<file path="src/rtl/linx_boot_sequencer.sv">
// -----------------------------------------------------------------------------
// linx_boot_sequencer
//   Takes a Linx core through load, run and exit. Host image beats are buffered
//   in a small FIFO. While the core is held in reset they are replayed onto the
//   core's host write port, one registered pulse per beat. GO releases the core
//   once every buffered beat has been written. Halt and exit are then watched,
//   and an optional watchdog bounds the time spent in RUN.
//
// Ports
//   clk, rst            clock; asynchronous active-high reset
//   cmd_*               command channel from the platform register block
//   host_w*             write port into core memory (host_wvalid is a 1-cycle pulse)
//   core_reset          core reset request, high in every state but RUN and DONE
//   core_halted         core halt indication
//   core_exit_valid/code  MMIO exit pulse and its code
//   watchdog_limit      RUN cycle limit, 0 disables the watchdog
//   state               FSM state: IDLE=0 LOAD=1 DRAIN=2 RUN=3 DONE=4 TIMEOUT=5
//   exit_code           latched exit code
//   run_cycles          saturating count of cycles spent in RUN
//   err_oob, err_cmd    sticky errors: out-of-range beat dropped, LOAD while busy
//
// Handshake: a command transfers on any rising edge where cmd_valid && cmd_ready.
//   cmd_ready is simply !fifo_full for every opcode. LOAD beats accepted in DRAIN
//   or RUN are discarded and flagged on err_cmd. The reserved opcode is accepted
//   and ignored.
// -----------------------------------------------------------------------------
module linx_boot_sequencer #(
  parameter int unsigned     FIFO_DEPTH = 4,
  parameter longint unsigned MEM_BYTES  = 262144
) (
  input  logic        clk,
  input  logic        rst,
  input  logic        cmd_valid,
  output logic        cmd_ready,
  input  logic [1:0]  cmd_op,
  input  logic [63:0] cmd_addr,
  input  logic [63:0] cmd_data,
  input  logic [7:0]  cmd_strb,
  output logic        host_wvalid,
  output logic [63:0] host_waddr,
  output logic [63:0] host_wdata,
  output logic [7:0]  host_wstrb,
  output logic        core_reset,
  input  logic        core_halted,
  input  logic        core_exit_valid,
  input  logic [31:0] core_exit_code,
  input  logic [31:0] watchdog_limit,
  output logic [2:0]  state,
  output logic [31:0] exit_code,
  output logic [31:0] run_cycles,
  output logic        err_oob,
  output logic        err_cmd
);

  localparam int AW = $clog2(FIFO_DEPTH);
  localparam logic [AW:0]  DEPTH_CNT = (AW+1)'(FIFO_DEPTH);
  localparam logic [64:0]  MEM_LIMIT = 65'(MEM_BYTES);

  typedef enum logic [2:0] {
    ST_IDLE    = 3'd0,
    ST_LOAD    = 3'd1,
    ST_DRAIN   = 3'd2,
    ST_RUN     = 3'd3,
    ST_DONE    = 3'd4,
    ST_TIMEOUT = 3'd5
  } state_e;

  state_e state_q, state_d;
  logic [31:0] run_cycles_q, run_cycles_d;
  logic [31:0] exit_code_q, exit_code_d;
  logic        err_oob_q, err_oob_d;
  logic        err_cmd_q, err_cmd_d;

  // FIFO storage is not reset; the pointers and the count say what is valid.
  logic [63:0]   fifo_addr [FIFO_DEPTH];
  logic [63:0]   fifo_data [FIFO_DEPTH];
  logic [7:0]    fifo_strb [FIFO_DEPTH];
  logic [AW-1:0] wr_ptr_q, rd_ptr_q;
  logic [AW:0]   count_q;

  logic        wvalid_q;
  logic [63:0] waddr_q, wdata_q;
  logic [7:0]  wstrb_q;

  logic        fifo_full, fifo_empty;
  logic        cmd_fire, is_load, is_go, is_abort;
  logic        push, pop, head_oob;
  logic [31:0] rc_inc;

  assign fifo_full  = (count_q == DEPTH_CNT);
  assign fifo_empty = (count_q == '0);
  assign cmd_ready  = !fifo_full;
  assign cmd_fire   = cmd_valid && cmd_ready;
  assign is_load    = cmd_fire && (cmd_op == 2'd0);
  assign is_go      = cmd_fire && (cmd_op == 2'd1);
  assign is_abort   = cmd_fire && (cmd_op == 2'd2);

  assign push = is_load && (state_q == ST_IDLE || state_q == ST_LOAD ||
                            state_q == ST_DONE || state_q == ST_TIMEOUT);
  // ABORT wins over a pop in the same cycle, so the head beat never reaches the core.
  assign pop  = !fifo_empty && (state_q == ST_LOAD || state_q == ST_DRAIN) && !is_abort;

  // Widened to 65 bits so addresses near 2^64 cannot wrap back into range.
  assign head_oob = ({1'b0, fifo_addr[rd_ptr_q]} + 65'd8) > MEM_LIMIT;
  assign rc_inc   = run_cycles_q + 32'd1;

  always_comb begin
    state_d      = state_q;
    run_cycles_d = run_cycles_q;
    exit_code_d  = exit_code_q;
    err_oob_d    = err_oob_q | (pop && head_oob);
    err_cmd_d    = err_cmd_q | (is_load && (state_q == ST_DRAIN || state_q == ST_RUN));
    if (is_abort) begin
      state_d      = ST_IDLE;
      run_cycles_d = '0;
      err_oob_d    = 1'b0;
      err_cmd_d    = 1'b0;
    end else begin
      case (state_q)
        ST_IDLE: begin
          if (is_load)    state_d = ST_LOAD;
          else if (is_go) state_d = ST_DRAIN;
        end
        ST_LOAD: begin
          if (is_go) state_d = ST_DRAIN;
        end
        ST_DRAIN: begin
          // Wait for the last pulse to leave the write port before releasing the core.
          if (fifo_empty && !wvalid_q) state_d = ST_RUN;
        end
        ST_RUN: begin
          run_cycles_d = (run_cycles_q == '1) ? run_cycles_q : rc_inc;
          if (core_exit_valid) begin
            state_d     = ST_DONE;
            exit_code_d = core_exit_code;
          end else if (core_halted) begin
            state_d = ST_DONE;
          end else if (watchdog_limit != '0 && rc_inc == watchdog_limit) begin
            state_d = ST_TIMEOUT;
          end
        end
        ST_DONE, ST_TIMEOUT: begin
          if (is_load) begin
            state_d      = ST_LOAD;
            run_cycles_d = '0;
            exit_code_d  = '0;
          end
        end
        default: state_d = ST_IDLE;
      endcase
    end
  end

  always_ff @(posedge clk or posedge rst) begin
    if (rst) begin
      state_q      <= ST_IDLE;
      run_cycles_q <= '0;
      exit_code_q  <= '0;
      err_oob_q    <= 1'b0;
      err_cmd_q    <= 1'b0;
    end else begin
      state_q      <= state_d;
      run_cycles_q <= run_cycles_d;
      exit_code_q  <= exit_code_d;
      err_oob_q    <= err_oob_d;
      err_cmd_q    <= err_cmd_d;
    end
  end

  always_ff @(posedge clk) begin
    if (push) begin
      fifo_addr[wr_ptr_q] <= cmd_addr;
      fifo_data[wr_ptr_q] <= cmd_data;
      fifo_strb[wr_ptr_q] <= cmd_strb;
    end
  end

  always_ff @(posedge clk or posedge rst) begin
    if (rst) begin
      wr_ptr_q <= '0;
      rd_ptr_q <= '0;
      count_q  <= '0;
    end else if (is_abort) begin
      wr_ptr_q <= '0;
      rd_ptr_q <= '0;
      count_q  <= '0;
    end else begin
      if (push) wr_ptr_q <= wr_ptr_q + AW'(1);
      if (pop)  rd_ptr_q <= rd_ptr_q + AW'(1);
      case ({push, pop})
        2'b10:   count_q <= count_q + (AW+1)'(1);
        2'b01:   count_q <= count_q - (AW+1)'(1);
        default: count_q <= count_q;
      endcase
    end
  end

  // Write port: address/data/strobes hold their last value between pulses.
  always_ff @(posedge clk or posedge rst) begin
    if (rst) begin
      wvalid_q <= 1'b0;
      waddr_q  <= '0;
      wdata_q  <= '0;
      wstrb_q  <= '0;
    end else begin
      wvalid_q <= pop && !head_oob;
      if (pop && !head_oob) begin
        waddr_q <= fifo_addr[rd_ptr_q];
        wdata_q <= fifo_data[rd_ptr_q];
        wstrb_q <= fifo_strb[rd_ptr_q];
      end
    end
  end

  assign host_wvalid = wvalid_q;
  assign host_waddr  = waddr_q;
  assign host_wdata  = wdata_q;
  assign host_wstrb  = wstrb_q;
  assign core_reset  = !(state_q == ST_RUN || state_q == ST_DONE);
  assign state       = state_q;
  assign exit_code   = exit_code_q;
  assign run_cycles  = run_cycles_q;
  assign err_oob     = err_oob_q;
  assign err_cmd     = err_cmd_q;

endmodule

</file>
<file path="config.mk">
export PLATFORM = sky130hd
export DESIGN_NAME = linx_boot_sequencer
export DESIGN_NICKNAME = d
export VERILOG_FILES = /design/src/rtl/linx_boot_sequencer.sv
export SDC_FILE = /design/constraint.sdc
export NUM_CORES = 1
export LEC_CHECK = 0
export CAP_MARGIN = 10
export CORE_MARGIN = 10
export CORE_UTILIZATION = 55
export CTS_CLUSTER_SIZE = 16
export DETAILED_ROUTE_END_ITERATION = 12
export DONT_BUFFER_PORTS = 1
export GPL_ROUTABILITY_DRIVEN = 0
export PLACE_DENSITY = 0.74
export SLEW_MARGIN = 40
export SYNTH_ARGS = -nofsm -noshare
export SYNTH_HDL_FRONTEND = slang
export SYNTH_SLANG_ARGS = --single-unit
</file>
<file path="constraint.sdc">
create_clock -name clk -period 7.3 [get_ports clk]
set_clock_uncertainty 0.2 [all_clocks]
set_input_delay 1.095 -clock clk [delete_from_list [all_inputs] [get_ports clk]]
set_output_delay 1.095 -clock clk [all_outputs]
set_load 0.05 [all_outputs]
</file>
==> impl_metrics.csv <==
group,metric,value,unit
cells_and_area,final_cell_mix,"edfxtp_1 (544), dfrtp_1 (211), mux4_2 (130), mux2_4 (91), clkbuf_16 (82)",
pwr,netSwitchingFraction,30.2,%
sta,max-slew-margin-rel,43.2,%
cts,clk_latency,0.62,ns
status,status,"finished clean",
yosys,synth_ff_type,"edfxtp_1",
drt,vias,15956,
setup_path,r2r-start,"rd_ptr_q[1]$_DFFE_PP0P_",
cells_and_area,drive_above_1_share,21.0,%
die,die_w,257,um
yosys,syn_avg_cell_area,17.8,um^2
sta,slew_violations,0,
yosys,ys_async_sr_fraction,28.1,%
cts,cts_hold_buf,0,
setup_path,worstSetupStartpoint,"rd_ptr_q[1]$_DFFE_PP0P_",
drt,drc_errors,0,
yosys,synth_area_leaders,"edfxtp_1 (53%), dfrtp_1 (17%), mux4_2 (9.4%)",
yosys,synth-seq-cells,757,
pwr,max-vdd-ir-drop,203,uV
sta,setup_ws,1.43,ns
yosys,synth_top_area_share,52.7,%
yosys,yosys_warnings,0,
cts,cts.repair.resized,0,
yosys,synth_largest_area_cell,"edfxtp_1",
drt,drt_iter0_markers,1372,
yosys,yosysSeqAreaShare,69.8,%
drt,drt_wl_total,69300,um
cts,clkSinkCount,757,
setup_path,critical_path_class,"reg2reg",
sta,final_hold_viol_count,0,
cells_and_area,layout_commonest_cell,"edfxtp_1",
die,io_pins,415,
die,dieArea,66300,um^2
drt,ant_nets,0,
placed_design,pre_cts_ws,1.65,ns
global_route,grt_usage,20.6,%
setup_path,crit_path_max_fanout,104,
drt,wl_per_cell,26.9,um
sta,tightest_slew,0.852,ns
yosys,ys_types,74,
global_route,top_usage_layer,"met2",
cells_and_area,nets,1978,
yosys,synth_enable_flop_cells,544,
setup_path,start_kind,"register",
min_path,hold_path.class,"in2async",
global_route,antenna_found_initial,0,
setup_path,rrSetupSlack,1.43,ns
setup_path,end_kind,"register",
cts,clk_path_buf_depth,3,
global_route,grt_pass1_wl,105000,um
global_route,grt_start_max_net_pins,114,
yosys,syn_inst,1740,
sta,rsz0062_at_grt,"false",
placed_design,hpwl,45200,um
global_route,met3_usage,7.72,%
cts,cts_root_buf,"clkbuf_16",
pwr,comb_power_share,20.1,%
drt,first_pass_iters,7,
sta,fin_hold_ws,0.193,ns
cts,cts_max_level,3,
setup_path,cp.required,7.59,ns
cts,tritoncts,"built",
cts,path_clk_slew,0.06,ns
placed_design,port_buffers,0,
sta,tns,0,ns
flow_run,maxCapViolCount,0,
cts,cts-buffers-inserted,78,
die,fp.dieH,257,um
cts,postCtsSetupRepairBufs,0,
die,core.rowCount,86,
pwr,p_per_area,352,nW/um^2
cells_and_area,diodes,0,
sta,fmax,170,MHz
drt,via_per_inst,6.19,
cells_and_area,area_growth,10.9,%
pwr,pwr-share-clk,33.1,%
pwr,internal-power,0.00844,W
pwr,p_sw,0.00366,W
global_route,grt_pass1_vias,16604,
pwr,p_leak,12.4,nW
global_route,grt-ovfl-total,0,
yosys,synth.cell_area,31000,um^2
sta,period_share,80.4,%
global_route,met1_usage,24.0,%
sta,setup_viol,0,
die,fp.coreArea,55500,um^2
yosys,synth_nets,1954,
global_route,use_met2,35.1,%
sta,min_period,5.87,ns
pwr,pwr-share-seq,46.8,%
die,initial_utilization,55.9,%
setup_path,arrival,6.15,ns
[worst max-delay path, stage by stage (launching register included)]
cell	delay (ns)
dfrtp_4	0.92
buf_12	0.54
mux4_2	0.40
nand2_1	0.13
nor4_1	0.56
nand4_1	0.39
nor4_1	0.35
xnor2_1	0.18
and4_1	0.26
nor4bb_1	0.43
nand4_1	0.24
buf_12	0.27
mux2_4	0.47
[power groups by stage]
stage | combinational (W) | sequential, W | clock [W]
after global placement | 0.00235 | 0.00574 | 0
after global routing | 0.00263 | 0.00570 | 0.00426
after floorplan | 0.00205 | 0.00558 | 0
final | 0.00243 | 0.00566 | 0.00401
after CTS | 0.00243 | 0.00567 | 0.00410
after detailed placement | 0.00241 | 0.00576 | 0
[per-layer routing]
metal / part of all wire [%] / vias to the layer above
li1: - / 6936
met1: 37 / 8302
met2: 52 / 602
met3: 9.7 / 116
met4: 2.1 / 0
met5: 0 / -
[path summary, 6_finish.rpt]
path,endpoint,cells past startpoint
max reg2reg,host_waddr[13]$_DFFE_PP0P_,12
min reg2reg,count_q[2]$_DFFE_PP0P_,2
min,host_waddr[57]$_DFFE_PP0P_,1
min in group clk,fifo_data[0][39]$_DFFE_PP_,0
max in group asynchronous,rd_ptr_q[1]$_DFFE_PP0P_,2
max,host_waddr[13]$_DFFE_PP0P_,12
[Yosys cell counts, types with 8 or more instances]
library cell,instances
a21oi_1,22
a22o_1,35
a31oi_1,8
and2_1,58
and3_1,20
and4_1,13
buf_6,9
buf_8,8
clkbuf_1,38
dfrtp_1,213
edfxtp_1,544
inv_1,10
mux2_4,91
mux2i_1,12
mux4_2,130
nand2_1,76
nand2b_1,11
nand3_1,38
nand4_1,30
nor2_1,49
nor3_1,24
nor4_1,32
o21ai_0,50
o31ai_1,17
xnor2_1,47
xor2_1,31
[layout make-up]
cell class | instances | area (um^2)
multi-input combinational | 896 | 8800
clock buffer | 111 | 2220
fill | 3902 | 21100
clock inverter | 34 | 412
timing repair buffer | 21 | 319
tap | 748 | 936
sequential | 757 | 21700
inverter | 10 | 50.0
[cells by family after synthesis]
group	Yosys count	share of synthesized area [%]
AO/OA/AOI/OAI	175	3.86
XOR/XNOR	78	2.20
adder cells (fa/ha/maj)	7	0.307
buffers and inverters	87	1.90
flip-flops	757	69.8
multiplexers	242	14.8
AND/OR/NAND/NOR	394	7.10
[through the flow]
step	area (um^2)	power (W)	std cells	utilization [%]
after floorplan	31000	0.00763	1740	-
after global placement	31700	0.00810	2427	57.0
after detailed placement	31700	0.00817	2431	57.2
after CTS	34400	0.0122	2576	61.9
after global routing	34400	0.0126	2577	62.0
final	34400	0.0121	2577	62.0
[sequential cells by signal, summed over array words and instances (netlist names), 8 cells and up]
register,count
host_wstrb,8
fifo_strb,32
fifo_addr,256
host_waddr,64
host_wdata,64
exit_code,32
fifo_data,256
run_cycles,32
Note: power is estimated with default switching activity, not from simulation.
